==> src/rtl/bit_stuff_codec_pkg.sv <==
// rtl/bit_stuff_codec_pkg.sv - shared types and constants for the USB bit-stuffing codec
package usb_bs_pkg;

    typedef enum logic {S_DATA, S_STUFF} bs_state_t;

    localparam int BS_MODE_ENCODE   = 0;
    localparam int BS_MODE_DECODE   = 1;
    localparam int BS_RUN_LEN_DEF   = 6;
    localparam int BS_SKIP_LEN_DEF  = 8;

    // Counter width able to hold 0..max_val; never narrower than one bit.
    function automatic int bs_width(input int max_val);
        return (max_val < 1) ? 1 : $clog2(max_val + 1);
    endfunction

endpackage

==> src/rtl/bit_stuff_codec_if.sv <==
// rtl/bit_stuff_codec_if.sv - upstream/downstream bit-stream handshake bundle
interface bit_stuff_codec_if;

    logic in_valid;
    logic in_bit;
    logic in_last;
    logic in_ready;
    logic out_valid;
    logic out_bit;
    logic out_last;
    logic out_ready;

    modport slave (
        input  in_valid, in_bit, in_last, out_ready,
        output in_ready, out_valid, out_bit, out_last
    );

    modport master (
        output in_valid, in_bit, in_last, out_ready,
        input  in_ready, out_valid, out_bit, out_last
    );

endinterface

==> src/rtl/bit_stuff_codec_run_counter.sv <==
// rtl/bit_stuff_codec_run_counter.sv - header index and ones-run counter, flags when a stuff slot is due
module bs_run_counter
    import usb_bs_pkg::*;
#(
    parameter int RUN_LEN  = BS_RUN_LEN_DEF,
    parameter int SKIP_LEN = BS_SKIP_LEN_DEF
) (
    input  logic clock,
    input  logic reset_n,
    input  logic data_hs_i,
    input  logic bit_i,
    input  logic last_i,
    input  logic pkt_end_i,
    input  logic stuff_done_i,
    output logic stuff_due_o
);

    localparam int RUN_W = bs_width(RUN_LEN);
    localparam int IDX_W = bs_width(SKIP_LEN);

    logic [RUN_W-1:0] run_cnt_q, run_cnt_d;
    logic [IDX_W-1:0] idx_q, idx_d;
    logic             counted;

    assign counted     = (idx_q == IDX_W'(SKIP_LEN));
    assign stuff_due_o = counted && bit_i && !last_i && (run_cnt_q == RUN_W'(RUN_LEN - 1));

    always_comb begin
        run_cnt_d = run_cnt_q;
        idx_d     = idx_q;
        if (pkt_end_i) begin
            run_cnt_d = '0;
            idx_d     = '0;
        end else if (stuff_done_i) begin
            run_cnt_d = '0;
        end else if (data_hs_i) begin
            if (counted) begin
                if (!bit_i) begin
                    run_cnt_d = '0;
                end else if (run_cnt_q != RUN_W'(RUN_LEN)) begin
                    run_cnt_d = run_cnt_q + 1'b1;
                end
            end else begin
                // Header bits only advance the index; counted implies saturation.
                idx_d = idx_q + 1'b1;
            end
        end
    end

    always_ff @(posedge clock or negedge reset_n) begin
        if (!reset_n) begin
            run_cnt_q <= '0;
            idx_q     <= '0;
        end else begin
            run_cnt_q <= run_cnt_d;
            idx_q     <= idx_d;
        end
    end

endmodule

==> src/rtl/bit_stuff_codec.sv <==
// rtl/bit_stuff_codec.sv - NRZ bit stuffer (MODE=0) / destuffer (MODE=1) with pass-through header
module bit_stuff_codec
    import usb_bs_pkg::*;
#(
    parameter int MODE     = BS_MODE_ENCODE,
    parameter int RUN_LEN  = BS_RUN_LEN_DEF,
    parameter int SKIP_LEN = BS_SKIP_LEN_DEF
) (
    input  logic               clock,
    input  logic               reset_n,
    bit_stuff_codec_if.slave   bs,
    output logic               stuff_err,
    output logic               busy
);

    bs_state_t state_q, state_d;
    logic      busy_q, busy_d;
    logic      stuff_err_q, stuff_err_d;
    logic      data_hs, in_hs, stuff_done, pkt_end, stuff_due;

    bs_run_counter #(
        .RUN_LEN  (RUN_LEN),
        .SKIP_LEN (SKIP_LEN)
    ) u_run_counter (
        .clock        (clock),
        .reset_n      (reset_n),
        .data_hs_i    (data_hs),
        .bit_i        (bs.in_bit),
        .last_i       (bs.in_last),
        .pkt_end_i    (pkt_end),
        .stuff_done_i (stuff_done),
        .stuff_due_o  (stuff_due)
    );

    always_comb begin
        state_d      = state_q;
        bs.out_valid = bs.in_valid;
        bs.out_bit   = bs.in_bit;
        bs.out_last  = bs.in_last;
        bs.in_ready  = bs.out_ready;
        data_hs      = 1'b0;
        in_hs        = 1'b0;
        stuff_done   = 1'b0;
        stuff_err_d  = 1'b0;
        case (state_q)
            S_DATA: begin
                data_hs = bs.in_valid && bs.out_ready;
                in_hs   = data_hs;
                if (data_hs && stuff_due) begin
                    state_d = S_STUFF;
                end
            end
            S_STUFF: begin
                if (MODE == BS_MODE_ENCODE) begin
                    // Emit the inserted zero while holding upstream.
                    bs.out_valid = 1'b1;
                    bs.out_bit   = 1'b0;
                    bs.out_last  = 1'b0;
                    bs.in_ready  = 1'b0;
                    stuff_done   = bs.out_ready;
                end else begin
                    // Swallow the stuff slot; anything but a plain 0 is a violation.
                    bs.out_valid = 1'b0;
                    bs.in_ready  = 1'b1;
                    in_hs        = bs.in_valid;
                    stuff_done   = bs.in_valid;
                    stuff_err_d  = bs.in_valid && (bs.in_bit || bs.in_last);
                end
                if (stuff_done) begin
                    state_d = S_DATA;
                end
            end
        endcase
        pkt_end = in_hs && bs.in_last;
        if (pkt_end) begin
            busy_d = 1'b0;
        end else if (in_hs) begin
            busy_d = 1'b1;
        end else begin
            busy_d = busy_q;
        end
    end

    always_ff @(posedge clock or negedge reset_n) begin
        if (!reset_n) begin
            state_q     <= S_DATA;
            busy_q      <= 1'b0;
            stuff_err_q <= 1'b0;
        end else begin
            state_q     <= state_d;
            busy_q      <= busy_d;
            stuff_err_q <= stuff_err_d;
        end
    end

    assign busy      = busy_q;
    assign stuff_err = stuff_err_q;

endmodule

==> src/flat_wrapper.sv <==
// flat-port wrapper written by rule: the top's interface ports become plain ports
module bit_stuff_codec_flat import usb_bs_pkg::*;
#(
    parameter int MODE     = BS_MODE_ENCODE,
    parameter int RUN_LEN  = BS_RUN_LEN_DEF,
    parameter int SKIP_LEN = BS_SKIP_LEN_DEF
)
  (clock, reset_n, stuff_err, busy, bs_in_valid, bs_in_bit, bs_in_last, bs_out_ready, bs_in_ready, bs_out_valid, bs_out_bit, bs_out_last);
  bit_stuff_codec_if bs_i ();
  input  logic clock;
  input  logic reset_n;
  output logic stuff_err;
  output logic busy;
  input wire logic [$bits(bs_i.in_valid)-1:0] bs_in_valid;
  input wire logic [$bits(bs_i.in_bit)-1:0] bs_in_bit;
  input wire logic [$bits(bs_i.in_last)-1:0] bs_in_last;
  input wire logic [$bits(bs_i.out_ready)-1:0] bs_out_ready;
  output wire logic [$bits(bs_i.in_ready)-1:0] bs_in_ready;
  output wire logic [$bits(bs_i.out_valid)-1:0] bs_out_valid;
  output wire logic [$bits(bs_i.out_bit)-1:0] bs_out_bit;
  output wire logic [$bits(bs_i.out_last)-1:0] bs_out_last;
  assign bs_i.in_valid = bs_in_valid;
  assign bs_i.in_bit = bs_in_bit;
  assign bs_i.in_last = bs_in_last;
  assign bs_i.out_ready = bs_out_ready;
  assign bs_in_ready = bs_i.in_ready;
  assign bs_out_valid = bs_i.out_valid;
  assign bs_out_bit = bs_i.out_bit;
  assign bs_out_last = bs_i.out_last;
  bit_stuff_codec #(.MODE(MODE), .RUN_LEN(RUN_LEN), .SKIP_LEN(SKIP_LEN)) u_core (.clock(clock), .reset_n(reset_n), .bs(bs_i), .stuff_err(stuff_err), .busy(busy));
endmodule
==> config.mk <==
export PLATFORM = sky130hd
export DESIGN_NAME = bit_stuff_codec_flat
export DESIGN_NICKNAME = d
export VERILOG_FILES = /design/src/rtl/bit_stuff_codec_pkg.sv /design/src/rtl/bit_stuff_codec_if.sv /design/src/rtl/bit_stuff_codec_run_counter.sv /design/src/rtl/bit_stuff_codec.sv /design/src/flat_wrapper.sv
export SDC_FILE = /design/constraint.sdc
export NUM_CORES = 1
export LEC_CHECK = 0
export CAP_MARGIN = 20
export CORE_UTILIZATION = 45
export DETAILED_ROUTE_END_ITERATION = 12
export GPL_TIMING_DRIVEN = 0
export PLACE_DENSITY = 0.8
export SYNTH_ARGS = -nofsm -noshare
export SYNTH_HDL_FRONTEND = slang
export SYNTH_SLANG_ARGS = --single-unit
export TNS_END_PERCENT = 100
==> constraint.sdc <==
create_clock -name clock -period 2 [get_ports clock]
set_input_delay 0.5 -clock clock [delete_from_list [all_inputs] [get_ports clock]]
set_output_delay 0.5 -clock clock [all_outputs]
set_load 0.005 [all_outputs]
# Word-level counts from Yosys, hierarchy flattened
# Index checks and enable logic that the tools add are counted.
[totals] latchBits=0 mem_bits_rw=0 inputBits=6 wordCells=49 mem_count=0 rom_bits=0 ff_bits=9 output_inout_bits=6
[op_classes] n_mux=23 div_mod_pow=0 reduce_logical=13 magnitude_cmp=0 mul=0 n_bitwise=1 n_eq_ne=6 n_shift=0 add_sub_neg=2
[op_table] operator="$mux W3" n=6
[op_table] operator="$mux W4" n=4
[op_table] operator="$mux W1" n=11
[op_table] operator="$logic_and A1 B1 Y1" n=6
[op_table] operator="$reduce_and A3 Y1" n=2
[op_table] operator="$reduce_bool A3 Y1" n=2
[op_table] operator="$add A4 B1 Y4 const B" n=1
[op_table] operator="$eq A4 B4 Y1 const B" n=1
[op_table] operator="$ne A4 B1 Y1 const B" n=1
[op_table] operator="$pmux W1 S2" n=2
[op_table] operator="$reduce_bool A2 Y1" n=2
[op_table] operator="$add A3 B1 Y3 const B" n=1
[op_table] operator="$eq A3 B3 Y1 const B" n=1
[op_table] operator="$ne A3 B3 Y1 const B" n=1
[op_table] operator="$ne A2 B1 Y1 const B" n=1
[op_table] operator="$ne A2 B2 Y1 const B" n=1
[op_table] operator="$logic_not A1 Y1" n=1
[op_table] operator="$not A1 Y1" n=1

# Depth between registers and ports, before layout
[depth] ltp_word=7 ltp_mapped=5 mapped_depth_nobuf=5

# Hierarchy
# A second synthesis with hierarchy kept.
[unflattened] hier_cells=67 area_unflattened_um2=628.1
[by_module_without_submodules] module="bs_run_counter" seq_area_each_um2=175.2 cells_each=51 area_per_inst_um2=478.0 instances=1
[by_module_without_submodules] module="bit_stuff_codec" seq_area_each_um2=50.0 cells_each=16 area_per_inst_um2=150.1 instances=1

# Worst setup path after synthesis
# OpenSTA, ideal clock, no wires.
[synth_path] path_type="input to output" startpoint="input bs_in_last" endpoint="output bs_out_last" arrival_time_ps=833 path_stages=2 required_ps=1500 slack_ps=667 n_path_buf=1 cell_sequence="buf_2 -> and2b_2"
[synth_via] elab_chain_cells=1
[synth_rtl] element="from (decl)" line="flat_wrapper.sv:16" text="input wire logic [$bits(bs_i.in_last)-1:0] bs_in_last;"
[synth_rtl] element="$mux W1" line="bit_stuff_codec.sv:45" text="case (state_q)"
[synth_rtl] element="to (decl)" line="flat_wrapper.sv:21" text="output wire logic [$bits(bs_i.out_last)-1:0] bs_out_last;"
# Every way passes these cells.

# Final worst setup path
[layout_path] startpoint="register u_core.state_q" endpoint="output bs_out_valid"
[layout_via] elab_chain_cells=1
[layout_rtl] element="from (decl)" line="bit_stuff_codec.sv:16" text="bs_state_t state_q, state_d;"
[layout_rtl] element="from (signal assigned)" line="bit_stuff_codec.sv:90" text="state_q <= state_d;"
[layout_rtl] element="$mux W1" line="bit_stuff_codec.sv:45"
[layout_rtl] element="to (decl)" line="flat_wrapper.sv:19" text="output wire logic [$bits(bs_i.out_valid)-1:0] bs_out_valid;"
# Every way passes these cells.

==> flow_summary.yaml <==
grt:
  grt_use_total_pct: 21.89
  antenna_found_initial: 0
  grt_max_degree: 11
  overflow: 0
  first_global_vias: 498
  grt_pass1_wl_mm: 2.159
route:
  wirelength_mm: 1.199
  ant_nets: 0
  first_iter_violations: 2
  drtPass1Iterations: 2
  viasPerCell: 5.659
  drc: 0
  vias: 515
  wl_per_cell_um: 13.18
place:
  hpwl_um: 903
  placed_area_um2: 713.2
  numPortBuffers: 9
  place.gp.congestion: 0.8333
floorplanning:
  die_w_um: 38.69
  die_y_um: 38.69
  core_um2: 1171
  initial_utilization_pct: 51.71
  rows: 12
  dieArea_um2: 1497
  io_pins: 12
critical_path:
  critPathKind: "reg2out"
  rrSetupSlack_ns: 0.44
  r2r-end: "u_core.u_run_counter.run_cnt_q[1]$_DFFE_PN0P_"
  crit_arrival_ns: 1.45
  cp_max_fo: 7
  r2r-start: "u_core.u_run_counter.idx_q[0]$_DFFE_PN0P_"
  rr_worst_depth: 5
  cp-start-kind: "flip-flop"
  end_kind: "output pin"
  cp.required_ns: 1.50
synthesis:
  yosys.cell_types.count: 31
  syn_avg_cell_area_um2: 9.767
  syn_inst: 62
  netlist_area_um2: 605.6
  ys_seq_area_share_pct: 37.19
  ys_warn_count: 0
  synth-seq-cells: 9
  syn_nets: 73
finish:
  seqCellArea_um2: 226.5
  nNetsFinal: 89
  area_delta_synth_final_pct: 24.17
  fin_area_um2: 752.0
  diodes: 0
  n_fill_cell: 115
  multi_input_area_um2: 349.1
  post-route-util_pct: 64.21
  drive_above_1_share_pct: 23.38
power_and_ir_drop:
  internal-power_mw: 0.3255
  switching_power_mw: 0.1306
  p_leak_nw: 0.3421
  comb_power_share_pct: 19.7
  power_mw: 0.4561
  p_sw_share_pct: 28.63
  power.density_nw_per_um2: 606.6
  ir_worst_vdd_v: 0.0004606
  clockPowerShare_pct: 31.8
  seq_power_share_pct: 48.5
timing:
  clock_skew_ns: 0.009132
  tns_ns: 0
  setup_violations: 0
  grt_setup_unrepaired: "false"
  fmax_ghz: 0.5123
  slew_viol_final: 0
  fin_crit_sh_pct: 97.60
  min_period_ns: 1.952
  hold_viol: 0
cts:
  cts_tree: "built"
  clk_path_buf_depth: 2
  cts_made_buffers: 3
  cts_sinks: 9
  cts-hold-fix-buffers: 0
  insertion_delay_ns: 0.27
  cts.clk_slew.worst_paths_ns: 0.07
  cts_root_buf: "clkbuf_4"
  h-tree-depth: 1
run_status:
  status: "finished clean"
run:
  cap_viol_max_count: 0
worst_hold_path:
  holdCritPathClass: "reg2reg"
  hold_end: "u_core.busy$_DFFE_PN0P_"
  min_path_cells: 2
  hp-start: "u_core.busy$_DFFE_PN0P_"
-- layout by cell type (no fill, tap or decap), types with 2 or more instances in the layout --
cell             n
dfrtp_1          8
clkdlybuf4s50_1  6
nor2_1           3
a21oi_1          2
inv_1            4
a31oi_1          2
mux2i_1          2
buf_4            3
and2b_2          2
clkbuf_4         3
nand2_1          4
o21ai_0          7
ha_1             5
-- worst max-delay path by stage --
stage,from,end,slack [ns],depth (start not counted)
floorplan,bs_in_last,bs_out_last,0.67,2
global placement,bs_out_ready,bs_in_ready,-0.27,4
detailed placement,bs_out_ready,bs_in_ready,-0.31,4
CTS,bs_out_ready,bs_in_ready,0.004,4
global route,u_core.state_q$_DFF_PN0_,bs_out_valid,0.005,2
finish,u_core.state_q$_DFF_PN0_,bs_out_valid,0.05,2
-- final cells by class --
cell class,count,share of cell area (%)
multi-input combinational,46,46.42
sequential,9,30.12
timing repair buffer,11,13.48
clock buffer,4,3.494
inverter,5,2.496
tap,14,2.329
buffer,2,1.664
-- registers in the layout (all words and copies together) (netlist names) --
signal,flops
u_core.u_run_counter.run_cnt_q,3
u_core.state_q,1
u_core.u_run_counter.idx_q,4
u_core.busy,1
-- power groups by stage --
stage	Sequential, mW	Clock (mW)	Combinational (mW)
after floorplan	0.220	0	0.0550
after global placement	0.223	0	0.0886
after detailed placement	0.224	0	0.0915
after CTS	0.221	0.147	0.0905
after global routing	0.226	0.160	0.104
final	0.221	0.145	0.0898
-- stage by stage --
step,cells,hold slack (ns),setup slack (ns)
final,91,0.4820,0.04801
after global routing,91,0.5182,0.004648
after detailed placement,85,0.4781,-0.3087
after CTS,89,0.4918,0.004128
after global placement,85,0.4617,-0.2690
after floorplan,62,0.2044,0.6668
-- routing by layer --
metal / global-route usage, % / up-vias / share of wire, %
li1: - / 256 / -
met1: 25.09 / 245 / 46
met2: 35.00 / 9 / 47
met3: 8.671 / 5 / 4.8
met4: 10.34 / 0 / 1.8
met5: 0 / - / 0
-- worst max-delay path: stages (launching register included) --
cell and delay, ns:
dfrtp_2 0.44, or2_2 0.30, clkdlybuf4s50_1 0.44
-- cells by family (layout without fill, tap and decap cells) --
kind of cell / after synthesis / count (layout) / synth area share (%)
muxes: 3 / 3 / 5.165
adders and majority gates: 5 / 5 / 10.33
AOI/OAI and AO/OA: 16 / 16 / 17.77
buffers and inverters: 7 / 22 / 5.165
DFF: 9 / 9 / 37.19
and+or+nand+nor: 21 / 21 / 23.76
other: 1 / 1 / 0.6192
-- cells in the mapped netlist --
cell type	instances	share of area [%]
a21oi_1	2	1.7
a22o_1	1	1.4
a311oi_1	1	1.4
a311oi_2	1	2.5
a31oi_1	2	2.1
a32o_1	1	1.7
and2b_2	2	2.9
and3b_1	1	1.4
and3b_2	1	1.7
and4b_1	1	1.7
buf_2	1	0.83
buf_4	1	1.2
conb_1	1	0.62
dfrtp_1	9	37
ha_1	5	10
inv_1	5	3.1
mux2_2	1	1.9
mux2i_1	2	3.3
nand2_1	4	2.5
nand3_1	1	0.83
nand3b_1	1	1.2
nand3b_4	1	3.3
nand4_1	1	1.0
nor2_1	3	1.9
nor2b_1	1	1.0
nor3_1	1	0.83
nor3b_1	1	1.2
o211ai_1	1	1.2
o21ai_0	7	5.8
or2_2	1	1.0
or4_1	1	1.2
-- repair_timing --
action                     4_1_cts  5_1_grt
gates cloned                     0        0
hold endpoints to repair         0        0
gates resized for setup          6        4
pin swaps                        0        0
setup endpoints to repair        3        4
setup buffers                    0        2
Note: power is estimated with default switching activity, not from simulation.
